**src/rtl/regbank_write_sched.sv**
```systemverilog
// Round-robin write-port scheduler for the register bank plus INIT zeroing.
// Optional R0_PROTECT_EN: register 0 is never enabled (hard-wired zero).
module regbank_write_sched #(
  parameter int NREQ = 4,
  parameter int NREG = 32,
  parameter int AW   = 5,
  parameter int DW   = 32
) (
  input  logic               clk,
  input  logic               clr,
  input  logic [NREQ-1:0]    req,
  input  logic [NREQ*AW-1:0] addr,
  input  logic [NREQ*DW-1:0] wdata,
  output logic [NREQ-1:0]    gnt,
  input  logic               hold,
  input  logic               init,
  output logic [NREG-1:0]    reg_en,
  output logic [DW-1:0]      reg_d,
  output logic               busy,
  output logic               init_done
);

  localparam int PW = (NREQ > 1) ? $clog2(NREQ) : 1;

`ifdef R0_PROTECT_EN
  localparam logic [NREG-1:0] EN_MASK = ~{{(NREG-1){1'b0}}, 1'b1};
`else
  localparam logic [NREG-1:0] EN_MASK = '1;
`endif

  typedef enum logic {
    IDLE,
    INIT
  } state_t;

  state_t          state_q;
  logic [PW-1:0]   rr_q;
  logic [AW-1:0]   cnt_q;
  logic [NREG-1:0] en_q;
  logic [DW-1:0]   d_q;
  logic            busy_q;
  logic            done_q;

  logic            gvld;
  logic [PW-1:0]   gidx;
  logic [PW-1:0]   rr_nxt;
  logic [AW-1:0]   sel_addr;
  logic [DW-1:0]   sel_data;

  // Out-of-range addresses decode to no enable (write dropped).
  function automatic logic [NREG-1:0] onehot(input logic [AW-1:0] a);
    logic [NREG-1:0] v;
    v = '0;
    if (int'(a) < NREG) v[a] = 1'b1;
    return v;
  endfunction

  // Round-robin pick starting at rr_q; idle, unstalled, out of reset only.
  always_comb begin
    int idx;
    idx  = 0;
    gvld = 1'b0;
    gidx = '0;
    gnt  = '0;
    if (clr && state_q == IDLE && !hold && !init) begin
      for (int k = 0; k < NREQ; k++) begin
        idx = (int'(rr_q) + k) % NREQ;
        if (!gvld && req[idx]) begin
          gvld = 1'b1;
          gidx = PW'(idx);
        end
      end
      if (gvld) gnt[gidx] = 1'b1;
    end
  end

  // Selected requester's address/data and the pointer that follows it.
  always_comb begin
    sel_addr = addr[int'(gidx)*AW +: AW];
    sel_data = wdata[int'(gidx)*DW +: DW];
    rr_nxt   = PW'((int'(gidx) + 1) % NREQ);
  end

  // Control FSM with registered bank-side outputs.
  always_ff @(posedge clk or negedge clr) begin
    if (!clr) begin
      state_q <= IDLE;
      rr_q    <= '0;
      cnt_q   <= '0;
      en_q    <= '0;
      d_q     <= '0;
      busy_q  <= 1'b0;
      done_q  <= 1'b0;
    end else begin
      done_q <= 1'b0;
      unique case (state_q)
        IDLE: begin
          if (init) begin
            state_q <= INIT;
            busy_q  <= 1'b1;
            cnt_q   <= '0;
            en_q    <= '0;
          end else if (gvld) begin
            en_q <= onehot(sel_addr) & EN_MASK;
            d_q  <= sel_data;
            rr_q <= rr_nxt;
          end else begin
            en_q <= '0;
          end
        end
        INIT: begin
          if (hold) begin
            en_q <= '0;
          end else begin
            en_q  <= onehot(cnt_q) & EN_MASK;
            d_q   <= '0;
            cnt_q <= cnt_q + 1'b1;
            if (cnt_q == AW'(NREG - 1)) begin
              state_q <= IDLE;
              busy_q  <= 1'b0;
              done_q  <= 1'b1;
            end
          end
        end
        default: state_q <= IDLE;
      endcase
    end
  end

  assign reg_en    = en_q;
  assign reg_d     = d_q;
  assign busy      = busy_q;
  assign init_done = done_q;

endmodule
```
**config.mk**
```make
export PLATFORM = sky130hd
export DESIGN_NAME = regbank_write_sched
export DESIGN_NICKNAME = d
export VERILOG_FILES = /design/src/rtl/regbank_write_sched.sv
export SDC_FILE = /design/constraint.sdc
export NUM_CORES = 1
export LEC_CHECK = 0
export CAP_MARGIN = 40
export CORE_ASPECT_RATIO = 1.2
export CORE_MARGIN = 2
export CORE_UTILIZATION = 39
export CTS_BUF_LIST = sky130_fd_sc_hd__clkbuf_4 sky130_fd_sc_hd__clkbuf_8
export DETAILED_ROUTE_END_ITERATION = 8
export GPL_ROUTABILITY_DRIVEN = 1
export PLACE_DENSITY_LB_ADDON = 0.12
export SETUP_SLACK_MARGIN = 0.3
export SYNTH_ARGS = -nofsm -noshare
export SYNTH_HDL_FRONTEND = slang
export SYNTH_SLANG_ARGS = --single-unit
```
**constraint.sdc**
```tcl
create_clock -name clk -period 2.1 [get_ports clk]
set_input_delay 0.42 -clock clk [delete_from_list [all_inputs] [get_ports clk]]
set_output_delay 0.42 -clock clk [all_outputs]
set_load 0.005 [all_outputs]
```
==> metrics <==
Mapped Avg Cell Area 8.451 um^2; clock tree from TritonCTS yes; clock transition at the registers of the reported paths 0.09 ns; Core Footprint 12000 um^2; most common cell after layout, fill and taps aside clkdlybuf4s50_1; maximum buffer depth of the clock tree 2; crit-path max FO 8; result of the run finished, violations left; number of global-route vias before repair 5237; fin worst setup slack -0.3256 ns; Die Y-Extent 124.8 um; area share of the leading cell type in the synthesized netlist 39.06%; global-route wire length before repair 25.32 mm; Diodes inserted 0; Initial Util 39.50%; maximum number of pins on one net before global-route repair 65; I/O Pins 226; headroom to the max-slew limit 62.49%; number of buffers added by the clock tree synthesis step 9; nature of the critical path endpoint flop; type of the tightest min-delay check primary input to asynchronous set/reset pin; Netlist cell types 47; violations in the final reports negative setup slack; pre-CTS setup slack -0.7391 ns; minimum clock period 2.426 ns; synthesis warning total 0; HPWL after detailed placement 11.88 mm; required time reported for the critical path endpoint 2.38 ns; buffers added on ports 225; number of flops mapped to enable cells by yosys 0; routability congestion estimate from global placement 0.9043; overall via count from detail_route 5490; layout net count 980; number of nets with antenna violations after routing 0; number of cells on the worst reg-to-reg path 8; FMAX 412.3 MHz; critical path class flop to flop; violation count after the first detailed-routing iteration 237; total wirelength of the detailed-routed design 18.80 mm; most used flip-flop cell after synthesis dfrtp_1; leakage 3.656 nW; top area cells in the synthesized netlist dfrtp_1 (39%), nand2_1 (11%), nand3_1 (7.4%), a31o_2 (5.5%), and3_1 (4.4%); Remaining Overflow, GRT 0; Critical Path AT 2.71 ns; power density over cell area 527.5 nW/um^2; FF+latch count, synth 74; cell chosen for the clock root clkbuf_8; proportion of synthesized flip-flops having asynchronous set or reset 100.0%; Post-Syn Instances 561; commonest non-fill, non-tap cells in the layout clkdlybuf4s50_1 (215), nand2_1 (138), dfrtp_1 (72); number of setup violations in the final report 69; crit path launch type flop; fin. max-slew vios 0; deepest level of the CTS H-tree 3; routed via count divided by cell count 5.574; worst hold slack across all endpoints 0.1216 ns; RSZ-0062 raised after global routing true; worst IR drop on VDD 0.0003063 V; antenna violations before repair 0; global-route usage over all layers 24.16%; post-synthesis instance area 4741 um^2; DR DRC count 0; # clock sinks 74; Max Clock Skew 0.01091 ns; transition at the pin with the smallest max-transition slack 0.5626 ns; ratio of cells with drive above 1 in the final layout 27.55%; max-cap violations 0; first drt pass iteration count 6; portion of the post-synthesis area used by sequential elements 39.06%; overall die width 104.6 um; share of the clock period used by the worst path 115.5%; Routed WL per cell 19.08 um; syn nets 722; cell accounting for the most synthesized area dfrtp_1; Site Rows 44; clock latency on the worst-skew pair 0.37 ns; final hold violations 0; post-synthesis to final-layout area growth 78.49%; DIE AREA 13060 um^2
cells in the mapped netlist, types with 2 or more instances:
cell	number
a21o_1	2
a21oi_1	3
a31o_1	2
a31o_2	30
a32oi_4	2
and2_1	2
and3_1	33
buf_2	14
buf_6	3
clkbuf_1	28
dfrtp_1	74
ha_1	5
inv_1	3
mux2_2	5
mux2i_1	20
mux2i_2	3
nand2_1	145
nand2b_1	4
nand3_1	70
nand3b_1	12
nand4_1	2
nor2_1	21
nor2b_1	3
nor3_1	7
nor3b_1	8
o22ai_1	32
o31ai_1	3
o32a_4	2
or2_2	2
or3b_2	2
xnor2_1	2
xor2_1	2
what timing repair did:
item | in CTS | in global routing
gates resized for setup | 58 | 83
cloned | 2 | 7
hold buffers | 0 | 0
setup buffers | 6 | 16
endpoints found under the setup margin | 70 | 71
pin swaps | 13 | 19
area by class of cell:
class | count | area, um^2
fill | 913 | 3540
tap | 161 | 201.4
sequential | 74 | 1854
timing repair buffer | 293 | 3010
multi-input combinational | 438 | 3177
inverter | 3 | 11.26
clock inverter | 7 | 83.83
clock buffer | 9 | 123.9
critical path, stage by stage (launching register included):
cell     delay [ns]
dfrtp_1        0.49
mux2i_2        0.32
nor2_2         0.09
nor4_4         0.24
buf_4          0.17
buf_6          0.10
mux2_4         0.32
o32a_4         0.43
o22ai_2        0.17
sequential cells by signal, indices dropped and copies added, names as in the netlist:
register and count:
rr_q 2, state_q 1, reg_d 32, init_done 1, busy 1, reg_en 32, cnt_q 5
cell families (layout without fill, tap and decap cells):
family / count (synthesis) / in the layout / synth area share, %
simple gates: 319 / 319 / 33.07
mux: 30 / 30 / 7.073
flops: 74 / 74 / 39.06
xor+xnor: 4 / 4 / 0.7391
buf+inv: 49 / 312 / 4.803
fa+ha+maj: 5 / 5 / 1.320
compound gates: 80 / 80 / 13.93
where the power goes:
| group | switching, mW | total, mW | internal (mW) |
|---|---|---|---|
| clock network | 0.631 | 1.20 | 0.572 |
| registers | 0.156 | 1.70 | 1.54 |
| logic | 0.752 | 1.56 | 0.808 |
metrics by stage:
stage	util [%]	area [um^2]	setup TNS, ns	power, mW	instances
detailed placement	61.34	7362	-40.82	2.960	938
floorplan	-	4891	0	2.273	561
global route	70.51	8462	-18.76	4.643	985
CTS	65.12	7815	-4.319	4.209	962
global placement	61.34	7362	-37.34	2.922	938
finish	70.51	8462	-12.43	4.464	985
layer usage:
layer	up-vias	wire length (um)	track usage, %
li1	2511	-	-
met2	276	9802	43.75
met5	-	0	0
met4	0	501	8.392
met3	46	1383	6.122
met1	2657	7109	27.40
final timing paths:
| kind | from | endpoint | slack, ns |
|---|---|---|---|
| min in group clk | busy | busy | 0.60 |
| max in group asynchronous | clr | rr_q[0] | 1.50 |
| worst min-delay path | clr | init_done | 0.12 |
| worst max-delay path | rr_q[1] | reg_en[2] | -0.33 |
| worst min register to register | busy | busy | 0.60 |
| worst max register to register | rr_q[1] | reg_en[2] | -0.33 |
Power figures use the tool's default switching activity.
==> RTL edit 1 (config.mk and constraints unchanged) <==
The option `R0_PROTECT_EN` is turned on by a define.
--- a/src/rtl/regbank_write_sched.sv
+++ b/src/rtl/regbank_write_sched.sv
@@ -1,5 +1,7 @@
 // Round-robin write-port scheduler for the register bank plus INIT zeroing.
 // Optional R0_PROTECT_EN: register 0 is never enabled (hard-wired zero).
+`define R0_PROTECT_EN
+
 module regbank_write_sched #(
   parameter int NREQ = 4,
   parameter int NREG = 32,
Function: changed (a bounded check fails within 4 cycles, from zero or initial values).
==> RTL edit 1 against the unedited design <==
  * The flow still finishes with violations (negative setup slack)
  * Sequential cell count decreased by 1
  * Cell area is 7.4% lower
  * Sequential share of layout area up 1.4 points
  * Power fell by 4.7%
  * Setup slack got worse by 5.2 ps
  * Critical path depth is 1 lower
  * Area after synthesis is 10% lower
  * Wire length is 9.6% lower
  * Highest routed layer is now met5
==> RTL edit 1: results (changes against the unedited design) <==
- Status: finished, violations left (unchanged)
- Failing checks: negative setup slack (unchanged)
- Clock skew: 11.7 ps (was 10.9 ps)
- P_comb: 1.36 mW (was 1.56 mW)
- Met2 WL: 9170 um (was 9800 um)
- Slew margin rel.: 63.6% (was 62.5%)
- TritonRoute pass-1 iters: 4 (was 6)
- Worst path slowest cell: or4b_4 (was dfrtp_1)
- Final setup viols: 67 (was 69)
- GP Congestion: 0.843 (was 0.904)
- Largest net degree at the start of global routing: 41 (was 65)
- Xor-xnor portion of the synthesized cell area: 0.618% (was 0.739%)
- Routed wl met3: 1220 um (was 1380 um)
- Placed Cells incl. Taps: 725 (was 938)
- Worst hold slack: 226 ps (was 122 ps)
- Highest Signal Layer: met5 (was met4)
- Syn_nets: 507 (was 722)
- Leak Pwr: 3.16 nW (was 3.66 nW)
- Post-synthesis adder-cell area fraction: 1.47% (was 1.32%)
- Reg2Reg Depth: 7 (was 8)
- GRT met1 Usage: 31.4% (was 27.4%)
- Worst setup margin: -331 ps (was -326 ps)
- Layout Nets: 787 (was 980)
- Non-filler cells in the finished layout: 760 (was 985)
- Crit path to: reg_en[24]$_DFF_PN0_ (was reg_en[2]$_DFF_PN0_)
- Main area contributors after synthesis: dfrtp_1 (43%), mux4_2 (17%), a22o_1 (6.8%) (was dfrtp_1 (39%), nand2_1 (11%), nand3_1 (7.4%))
- M2 GR Usage: 49.7% (was 43.8%)
- Synth cell count leaders: dfrtp_1 (73), a22o_1 (33), mux4_2 (32) (was nand2_1 (145), dfrtp_1 (74), nand3_1 (70))
- TNS Setup: -15500 ps (was -12430 ps)
- Reg2reg end: reg_en[24]$_DFF_PN0_ (was reg_en[2]$_DFF_PN0_)
- Fill cells: 741 (was 913)
## RTL edit 1: changes by cell type in the layout (fill, tap and decap cells not counted), sizes merged, moves of 6 or more
cell	before	now
and3	33	2
nor3b	8	0
a31o	32	8
o22ai	32	1
a22o	1	33
nand2	145	11
nor2	22	28
nand3	70	8
mux4	0	32
o32ai	0	22
nand3b	12	5
mux2i	24	10
## RTL edit 1: final cells by class
type / count / area, um2 / area share, %
Clock buffer: 9 / 124 / 1.58
Tap cell: 129 / 161 / 2.06
Inverter: 5 / 18.8 / 0.239
Timing Repair Buffer: 292 / 2930 / 37.4
Clock inverter: 6 / 91.3 / 1.17
Sequential cell: 73 / 1830 / 23.3
Antenna cell: 1 / 2.50 / 0.0319
Multi-Input combinational cell: 245 / 2680 / 34.2
## RTL edit 1: repair_timing
| action | CTS | global route |
|---|---|---|
| setup endpoints to repair | 69 | 69 |
| pin swaps | 12 | 8 |
| gates resized for setup | 75 | 26 |
| gates cloned | 2 | 4 |
| buffers inserted | 8 | 5 |
